### src/rtl/rng_address_gen_pkg.sv
// Shared definitions for the rng_address_gen block: the codebase word width,
// the iteration counter width and the FSM state encodings. The encodings are
// fixed values so the policy-block bench can decode the exported state.
package rng_address_gen_pkg;

    localparam int WORD_WIDTH     = 16;
    localparam int ITER_CNT_WIDTH = 5;

    typedef enum logic [1:0] {
        IDLE = 2'd0,
        CALC = 2'd1,
        DONE = 2'd2
    } rng_state_e;

    // True when the remainder can be produced without iterating:
    // a zero divisor (index 0) or a dividend already below the divisor.
    function automatic logic is_trivial(input logic [WORD_WIDTH-1:0] dvd,
                                        input logic [WORD_WIDTH-1:0] dvs);
        return (dvs == '0) || (dvd < dvs);
    endfunction

    // Result for the trivial cases; only meaningful when is_trivial() holds.
    function automatic logic [WORD_WIDTH-1:0] trivial_result(input logic [WORD_WIDTH-1:0] dvd,
                                                             input logic [WORD_WIDTH-1:0] dvs);
        return (dvs == '0) ? '0 : dvd;
    endfunction

endpackage

### src/rtl/rng_address_gen_serial_remainder.sv
// Serial restoring remainder datapath. load captures the operands and clears
// the partial remainder; each step consumes one dividend bit, MSB first.
// rem_step is the partial remainder the current step will produce, so the
// owner can capture the final value on the step where last is high.
module rng_address_gen_serial_remainder #(
    parameter int WIDTH      = 16,
    parameter int ITER_CNT_W = 5
) (
    input  logic             clock,
    input  logic             rst,
    input  logic             load,
    input  logic             step,
    input  logic [WIDTH-1:0] dvd_in,
    input  logic [WIDTH-1:0] dvs_in,
    output logic [WIDTH-1:0] rem_step,
    output logic             last
);

    logic [WIDTH-1:0]      dvd_q;
    logic [WIDTH-1:0]      dvs_q;
    logic [WIDTH-1:0]      rem_q;
    logic [ITER_CNT_W-1:0] cnt_q;

    // One extra bit keeps the compare exact when the divisor has its MSB set.
    logic [WIDTH:0] rem_shift;
    logic           rem_ge;

    // Shift-in of the next dividend bit and conditional subtract of the divisor.
    always_comb begin
        rem_shift = {rem_q, dvd_q[WIDTH-1]};
        rem_ge    = (rem_shift >= {1'b0, dvs_q});
        // When rem_ge holds the difference is below the divisor, so the
        // dropped top bit of the subtraction is always zero.
        rem_step  = rem_ge ? (rem_shift[WIDTH-1:0] - dvs_q) : rem_shift[WIDTH-1:0];
        last      = (cnt_q == ITER_CNT_W'(1));
    end

    // Operand capture on load, one quotient-bit iteration per step.
    always_ff @(posedge clock) begin
        if (rst) begin
            dvd_q <= '0;
            dvs_q <= '0;
            rem_q <= '0;
            cnt_q <= '0;
        end else if (load) begin
            dvd_q <= dvd_in;
            dvs_q <= dvs_in;
            rem_q <= '0;
            cnt_q <= ITER_CNT_W'(WIDTH);
        end else if (step) begin
            dvd_q <= {dvd_q[WIDTH-2:0], 1'b0};
            rem_q <= rem_step;
            cnt_q <= cnt_q - ITER_CNT_W'(1);
        end
    end

endmodule

### src/rtl/rng_address_gen.sv
// Responder for the start_rngAddress / done_rng_address handshake from the
// next-hop selection policy block. Returns which mod betterNeighborCount,
// using fast paths for a zero divisor or a dividend below the divisor and a
// serial remainder unit otherwise.
//
// Handshake: start_rngAddress is a request level held by the requester until
// it has seen done_rng_address, and it is still high in the cycle after done.
// A job is accepted in IDLE only when start is high and the block is armed;
// acceptance disarms, and any cycle with start low re-arms, so a level held
// high produces exactly one job. done_rng_address is a one-cycle pulse and
// rng_address holds the result from that cycle until the next result or reset.
// busy is high from the acceptance cycle through the done cycle.
module rng_address_gen
    import rng_address_gen_pkg::*;
#(
    parameter int WIDTH      = WORD_WIDTH,
    parameter int ITER_CNT_W = ITER_CNT_WIDTH
) (
    input  logic             clock,
    input  logic             rst,
    input  logic             start_rngAddress,
    input  logic [WIDTH-1:0] which,
    input  logic [WIDTH-1:0] betterNeighborCount,
    output logic [WIDTH-1:0] rng_address,
    output logic             done_rng_address,
    output logic             busy,
    output rng_state_e       state_dbg
);

    rng_state_e       state_q;
    rng_state_e       state_d;
    logic             armed_q;
    logic             accept;
    logic             calc_load;
    logic             calc_step;
    logic             addr_load;
    logic [WIDTH-1:0] addr_d;
    logic [WIDTH-1:0] rem_step;
    logic             rem_last;

    rng_address_gen_serial_remainder #(
        .WIDTH      (WIDTH),
        .ITER_CNT_W (ITER_CNT_W)
    ) u_serial_remainder (
        .clock  (clock),
        .rst    (rst),
        .load   (calc_load),
        .step   (calc_step),
        .dvd_in (which),
        .dvs_in (betterNeighborCount),
        .rem_step (rem_step),
        .last   (rem_last)
    );

    // Acceptance, next-state selection and result capture strobes.
    always_comb begin
        state_d   = state_q;
        calc_load = 1'b0;
        calc_step = 1'b0;
        addr_load = 1'b0;
        addr_d    = rng_address;
        accept    = (state_q == IDLE) && start_rngAddress && armed_q && !rst;
        case (state_q)
            IDLE: begin
                if (accept) begin
                    if (is_trivial(which, betterNeighborCount)) begin
                        state_d   = DONE;
                        addr_load = 1'b1;
                        addr_d    = trivial_result(which, betterNeighborCount);
                    end else begin
                        state_d   = CALC;
                        calc_load = 1'b1;
                    end
                end
            end
            CALC: begin
                calc_step = 1'b1;
                if (rem_last) begin
                    state_d   = DONE;
                    addr_load = 1'b1;
                    addr_d    = rem_step;
                end
            end
            DONE: begin
                state_d = IDLE;
            end
            default: begin
                state_d = IDLE;
            end
        endcase
    end

    // State register; a reset mid-job abandons it without a done pulse.
    always_ff @(posedge clock) begin
        if (rst) begin
            state_q <= IDLE;
        end else begin
            state_q <= state_d;
        end
    end

    // Arming: cleared by acceptance, set by any cycle with start low.
    always_ff @(posedge clock) begin
        if (rst) begin
            armed_q <= 1'b1;
        end else if (accept) begin
            armed_q <= 1'b0;
        end else if (!start_rngAddress) begin
            armed_q <= 1'b1;
        end
    end

    // Result register, written only on entry to DONE.
    always_ff @(posedge clock) begin
        if (rst) begin
            rng_address <= '0;
        end else if (addr_load) begin
            rng_address <= addr_d;
        end
    end

    // Status outputs derived from the state and the acceptance decision.
    always_comb begin
        done_rng_address = (state_q == DONE);
        busy             = (state_q != IDLE) || accept;
        state_dbg        = state_q;
    end

endmodule

### config.mk
export PLATFORM = sky130hd
export DESIGN_NAME = rng_address_gen
export DESIGN_NICKNAME = d
export VERILOG_FILES = /design/src/rtl/rng_address_gen_pkg.sv /design/src/rtl/rng_address_gen_serial_remainder.sv /design/src/rtl/rng_address_gen.sv
export SDC_FILE = /design/constraint.sdc
export NUM_CORES = 1
export LEC_CHECK = 0
export CAP_MARGIN = 25
export CORE_UTILIZATION = 45
export DETAILED_ROUTE_END_ITERATION = 7
export PLACE_DENSITY = 0.79
export SYNTH_ARGS = -nofsm -noshare
export SYNTH_HDL_FRONTEND = slang
export SYNTH_SLANG_ARGS = --single-unit
### constraint.sdc
create_clock -name clock -period 6.32 [get_ports clock]
set_clock_uncertainty 0.15 [all_clocks]
set_input_delay 0.948 -clock clock [delete_from_list [all_inputs] [get_ports clock]]
set_output_delay 0.948 -clock clock [all_outputs]
set_load 0.05 [all_outputs]
# Word-level counts from Yosys, hierarchy flattened
# Cells that the tools add are included.
word_totals:
  regBits: 72
  in_bits: 35
  out_inout_bits: 20
op_classes:
  n_addsub: 2
  n_lt_le_gt_ge: 2
  eq_ne: 7
  n_mux: 24
  reduce_logical: 14
op_table:
  columns: ["cell", "n"]
  rows:
  - ["$mux 16", 7]
  - ["$pmux 16 s2", 1]
  - ["$ge 17x16->1", 1]
  - ["$logic_not 16->1", 1]
  - ["$lt 16x16->1", 1]
  - ["$sub 16x16->16", 1]
  - ["$mux 5", 2]
  - ["$mux 1", 9]
  - ["$mux 2", 3]
  - ["$reduce_bool 2->1", 3]
  - ["$eq 5x1->1 const B", 1]
  - ["$reduce_and 5->1", 1]
  - ["$sub 5x1->5 const B", 1]
  - ["$ne 2x1->1 const B", 2]
  - ["$ne 2x2->1 const B", 2]
  - ["$pmux 2 s2", 1]
  - ["$logic_and 1x1->1", 3]
  - ["$eq 2x1->1 const B", 1]
  - ["$eq 2x2->1 const B", 1]
  - ["$logic_not 2->1", 1]
  - ["$logic_or 1x1->1", 2]
  - ["$pmux 1 s2", 1]
  - ["$reduce_and 2->1", 1]
  - ["$reduce_or 2->1", 1]
  - ["$logic_not 1->1", 1]

# Depth between registers and ports, before layout
depth:
  word_depth: 7
  depth_mapped: 12
  depth_no_buf: 11

# By module
# Synthesis repeated with hierarchy kept, for this count alone.
unflattened:
  hier_cells: 627
  area_unflattened_um2: 5106.1
modules_own_cells:
  columns: ["mod", "instances", "cells_each", "area_per_inst_um2"]
  rows:
  - ["rng_address_gen_serial_remainder", 1, 417, 3395.8]
  - ["rng_address_gen", 1, 210, 1710.4]

# Least setup slack after synthesis
# OpenSTA, ideal clock, no wires.
synth_timing:
  path_kind: "in2reg"
  startpoint: "input port betterNeighborCount[9]"
  endpoint: "register u_serial_remainder.dvs_q[11]"
  setup_ns: 0.128
  arrival_time_ns: 2.641
  required_ns: 6.042
  path_slack_ns: 3.402
  stages: 10
  path_cell_list: "inv_1 ha_1 a21oi_1 nor2_1 a2111oi_0 o211a_1 a2bb2oi_4 buf_4 mux2i_1 nor2_1"
synth_via:
  elab_chain_len: 5
synth_rtl:
  columns: ["element", "line_no", "source"]
  rows:
  - ["start, declared", "rng_address_gen.sv:23", "input logic [WIDTH-1:0] betterNeighborCount,"]
  - ["$lt 16x16->1 / $logic_not 16->1 (equally long branches)", "rng_address_gen_pkg.sv:19", "return (dvs == '0) || (dvd < dvs);"]
  - ["$logic_or 1x1->1 (*)", "rng_address_gen_pkg.sv:19", null]
  - ["$mux 1 (*)", "rng_address_gen.sv:66", "if (is_trivial(which, betterNeighborCount)) begin"]
  - ["$mux 1 (*)", "rng_address_gen.sv:65", "if (accept) begin"]
  - ["$mux 1 (*)", "rng_address_gen.sv:63", "case (state_q)"]
  - ["end signal, assigned", "rng_address_gen_serial_remainder.sv:47", "dvs_q <= dvs_in;"]
  - ["end, declared", "rng_address_gen_serial_remainder.sv:20", "logic [WIDTH-1:0] dvs_q;"]
# Mark *: on every way between the ends. The rest lies on a longest branch, timed or not.
# A chain may end at the register's enable or synchronous reset.

# Final worst setup path
layout_timing:
  startpoint: "input port betterNeighborCount[9]"
  endpoint: "register u_serial_remainder.cnt_q[1]"
layout_via:
  elab_chain_len: 6
layout_rtl:
  columns: ["element", "line_no", "source"]
  rows:
  - ["$lt 16x16->1 / $logic_not 16->1 (equally long branches)", "rng_address_gen_pkg.sv:19", null]
  - ["$logic_or 1x1->1 (*)", "rng_address_gen_pkg.sv:19", null]
  - ["$mux 1 (*)", "rng_address_gen.sv:66", null]
  - ["$mux 1 (*)", "rng_address_gen.sv:65", null]
  - ["$mux 1 (*)", "rng_address_gen.sv:63", null]
  - ["$reduce_or 2->1 (no line) (*)", null, null]
  - ["end signal, assigned", "rng_address_gen_serial_remainder.sv:49", "cnt_q <= ITER_CNT_W'(WIDTH);"]
  - ["end signal, assigned", "rng_address_gen_serial_remainder.sv:53", "cnt_q <= cnt_q - ITER_CNT_W'(1);"]
  - ["end, declared", "rng_address_gen_serial_remainder.sv:22", "logic [ITER_CNT_W-1:0] cnt_q;"]
# Marks and branches as above.

==> summary.txt <==
Route
  – Antenna violation net count after detailed routing: 0
  – DRT Wirelength: 10.9 mm
  – Routed vias: 3997
  – Routed wire per std cell: ~15 um
  – Routed via count divided by cell count: 5.58
  – Pre-Repair DR Iteration Count: 4
  – Count of unresolved DRC violations after routing: 0
  – DRT iter0 DRCs: 191

Logic synthesis
  – Syn nets: 614
  – Syn Area/Cell: 8.10 um^2
  – Async set-reset flop share out of synthesis: 0
  – Number of enable flip-flop cells after synthesis: 0
  – Post-synth design cell area: 0.00441 mm^2
  – Leading cell types by total area after synthesis: sky130_fd_sc_hd__dfxtp_1 (33%), sky130_fd_sc_hd__ha_1 (9.4%), sky130_fd_sc_hd__nand2_1 (6.7%)
  – Share of Yosys cell area claimed by the top area cell type: 0.327
  – Library cell occupying the most area in the post-synthesis netlist: sky130_fd_sc_hd__dfxtp_1
  – Yosys warns: 0
  – Count of cell types in the netlist: 58
  – Register bit total from synthesis: 72
  – Sequential fraction of the synthesis area: 0.327
  – Main synth FF type: sky130_fd_sc_hd__dfxtp_1
  – Post-synthesis cell count: 545

Status
  – Result of the run: finished clean

Worst setup path
  – CP Data Required Time: 6.43 ns
  – CP startpoint kind: input pin
  – Slowest-stage cell, CP: sky130_fd_sc_hd__nand2b_1
  – Cells along the critical path: clkdlybuf4s50_1 > inv_1 > ha_1 > a21oi_1 > nor2_1 > a2111oi_0 > o211a_1 > a2bb2oi_4 > nand2b_1 > a211oi_2
  – Critical path start-end classification: in2reg
  – Type of element capturing the critical path: flip-flop
  – Worst path max stage delay: about 0.59 ns
  – Peak fanout along the critical path: 20
  – Data arrival at the endpoint of the critical path: 4.16 ns

Final layout
  – Net count, final: 651
  – Fraction of layout cells with a size suffix above 1: 0.0801
  – Post-route insts no fill: 716
  – Post-route standard cell area excluding fillers: 0.00517 mm^2
  – Layout overhead on the synthesized area: 17.2%
  – Fill cell total of the finished layout: 853
  – Final antenna diode count: 0

Die
  – Number of ports placed on the die boundary: 55
  – Site Rows: 35
  – Area of the die: between 0.01 and 0.015 mm^2
  – Starting Density: 0.471
  – Vertical die dimension: slightly above 100 um
  – Core area: roughly 0.0094 mm^2
  – Horizontal die dimension: 101 um

Flow run
  – Number of maximum-capacitance constraint violations: 0

Place
  – Number of cells in the design after placement: 700
  – Area of placed instances: approximately 0.0050 mm^2
  – Post-detail-place hpwl: 8.20 mm
  – IO buf count: 54
  – Global placement routability congestion: 0.907
  – Post-Place Worst Slack: 1.92 ns

GRT
  – Largest net degree at the start of global routing: between 50 and 60
  – Number of global-route vias before repair: 3810
  – First-pass GRT wire length: about 18 mm
  – Initial antenna violation count: 0
  – Total track usage: 0.223
  – Remaining global-route overflow: 0

Pwr
  – Total power density per cell area: 281 mW/mm^2
  – Worst voltage drop across the vdd grid: 137 uV
  – Leakage: roughly 0.0021 uW
  – Overall power after layout: 1450 uW

Timing
  – Setup tns final: 0 ns
  – Headroom to the max-slew limit: 0.410
  – Final setup violation count: 0
  – Setup repair after global routing missed its margin: no
  – Slew at the pin with the worst max-slew slack: 0.886 ns
  – Final critical-path required period: 4.05 ns
  – Hold violation count in the final report: 0
  – Setup WS post-layout: 2.27 ns
  – Fmax achieved: 0.247 GHz
  – Portion of the clock cycle consumed by the worst path in the final layout: 0.641
  – Max-slew violation count: 0

Clock network
  – TritonCTS Buffers: 9
  – CTS H-tree depth: 3
  – Buffer levels on the longest clock path: 2
  – CTS root buffer: sky130_fd_sc_hd__clkbuf_8
  – Number of clock sinks: 72
  – Number of gates resized after CTS: 0
  – Buffers inserted by post-CTS timing repair: 0
  – Insertion delay to the later sink of the worst-skew pair: 0.35 ns
  – CTS clock-pin slew for the worst setup and hold paths: 0.08 ns
  – Hold-fix buffers at CTS: 0
  – Clock tree from TritonCTS: yes

Worst hold path
  – Hold WC Path Type: reg2reg
## stage by stage
step                 util  hold slack (ns)
CTS                 0.552            0.318
detailed placement  0.531            0.306
global route        0.552            0.333
finish              0.552            0.315
global placement    0.531            0.294
floorplan               -            0.282
## layer usage
metal / vias up / GRT usage / share of wire
li1: 1989 / - / -
met1: 1874 / 0.284 / 0.45
met2: 109 / 0.381 / 0.48
met3: 25 / 0.0270 / 0.048
met4: 0 / 0.0925 / 0.026
met5: - / 0 / 0
## layout by cell type, fill, tap and decap left out, types with 3 or more instances in the layout
cell	Yosys	final
sky130_fd_sc_hd__buf_4	7	4
sky130_fd_sc_hd__and2_1	5	5
sky130_fd_sc_hd__nor2_1	69	69
sky130_fd_sc_hd__a311oi_2	8	8
sky130_fd_sc_hd__inv_1	39	39
sky130_fd_sc_hd__clkdlybuf4s50_1	0	53
sky130_fd_sc_hd__xor2_1	7	7
sky130_fd_sc_hd__o21a_1	3	3
sky130_fd_sc_hd__o211ai_1	8	8
sky130_fd_sc_hd__nor3_1	5	5
sky130_fd_sc_hd__nand2_1	79	79
sky130_fd_sc_hd__mux2i_1	18	18
sky130_fd_sc_hd__a21o_1	5	5
sky130_fd_sc_hd__or2_2	3	3
sky130_fd_sc_hd__xnor2_1	7	7
sky130_fd_sc_hd__a311oi_1	22	22
sky130_fd_sc_hd__nand4_1	3	3
sky130_fd_sc_hd__ha_1	33	33
sky130_fd_sc_hd__or3_1	6	6
sky130_fd_sc_hd__a21oi_1	39	39
sky130_fd_sc_hd__o21ai_0	17	17
sky130_fd_sc_hd__dfxtp_1	72	72
sky130_fd_sc_hd__o31a_1	3	3
sky130_fd_sc_hd__nor2b_1	7	6
sky130_fd_sc_hd__clkbuf_8	0	9
sky130_fd_sc_hd__nand3_1	6	6
sky130_fd_sc_hd__nor4_1	5	5
sky130_fd_sc_hd__o311ai_0	4	4
sky130_fd_sc_hd__nand2b_1	8	8
## logic make-up (layout without fill, tap and decap cells)
kind of cell,count (synthesis),after routing,synth area share
compound gates,132,132,0.228
xor+xnor,14,14,0.0278
fa+ha+maj,34,34,0.0981
buf+inv,71,113,0.0706
flops,72,72,0.327
mux,20,20,0.0459
simple gates,202,202,0.203
## where the power goes
group / switching (uW) / total, uW / internal, uW
Combinational: 355 / 588 / 233
Clock: 177 / 362 / 184
Sequential: 20.9 / 504 / 483
## Yosys cell counts (2+ instances only)
master / n
sky130_fd_sc_hd__nand2_1: 79
sky130_fd_sc_hd__dfxtp_1: 72
sky130_fd_sc_hd__nor2_1: 69
sky130_fd_sc_hd__a21oi_1: 39
sky130_fd_sc_hd__inv_1: 39
sky130_fd_sc_hd__ha_1: 33
sky130_fd_sc_hd__a311oi_1: 22
sky130_fd_sc_hd__mux2i_1: 18
sky130_fd_sc_hd__o21ai_0: 17
sky130_fd_sc_hd__clkbuf_1: 15
sky130_fd_sc_hd__a311oi_2: 8
sky130_fd_sc_hd__buf_2: 8
sky130_fd_sc_hd__nand2b_1: 8
sky130_fd_sc_hd__o211ai_1: 8
sky130_fd_sc_hd__buf_4: 7
sky130_fd_sc_hd__nor2b_1: 7
sky130_fd_sc_hd__xnor2_1: 7
sky130_fd_sc_hd__xor2_1: 7
sky130_fd_sc_hd__nand3_1: 6
sky130_fd_sc_hd__or3_1: 6
sky130_fd_sc_hd__a21o_1: 5
sky130_fd_sc_hd__and2_1: 5
sky130_fd_sc_hd__nor3_1: 5
sky130_fd_sc_hd__nor4_1: 5
sky130_fd_sc_hd__o311ai_0: 4
sky130_fd_sc_hd__nand4_1: 3
sky130_fd_sc_hd__o21a_1: 3
sky130_fd_sc_hd__o31a_1: 3
sky130_fd_sc_hd__or2_2: 3
sky130_fd_sc_hd__a2111oi_0: 2
sky130_fd_sc_hd__a31oi_1: 2
sky130_fd_sc_hd__mux2_2: 2
sky130_fd_sc_hd__o211a_1: 2
sky130_fd_sc_hd__o22ai_1: 2
## area by class of cell
class,instances,area [um^2],area share
clock inverter,6,67.6,0.0131
timing repair buffer,58,566,0.109
multi-input combinational,402,2660,0.515
sequential,72,1440,0.279
tap,129,161,0.0312
inverter,39,146,0.0283
clock buffer,10,128,0.0247
## final timing paths
path	start	to	slack [ns]	cells past startpoint
setup reg to reg	u_serial_remainder.dvs_q[10]	rng_address[3]	3.37	10
hold / removal	u_serial_remainder.rem_q[15]	u_serial_remainder.rem_q[15]	0.31	2
hold reg to reg	u_serial_remainder.rem_q[15]	u_serial_remainder.rem_q[15]	0.31	2
setup / recovery	betterNeighborCount[9]	u_serial_remainder.cnt_q[1]	2.27	10
## worst max-delay path, delay by kind of cell
family	cells	cell delay [ns]
adders and majority gates	1	0.29
and+or+nand+nor	2	0.65
AOI/OAI and AO/OA	5	1.71
buffers and inverters	2	0.55
## state kept, by name, summed over array words and instances, names as in the netlist
| register | count |
|---|---|
| u_serial_remainder.rem_q | 16 |
| armed_q | 1 |
| state_dbg | 2 |
| rng_address | 16 |
| u_serial_remainder.cnt_q | 5 |
| u_serial_remainder.dvd_q | 16 |
| u_serial_remainder.dvs_q | 16 |
Note: power is estimated with default switching activity, not from simulation.
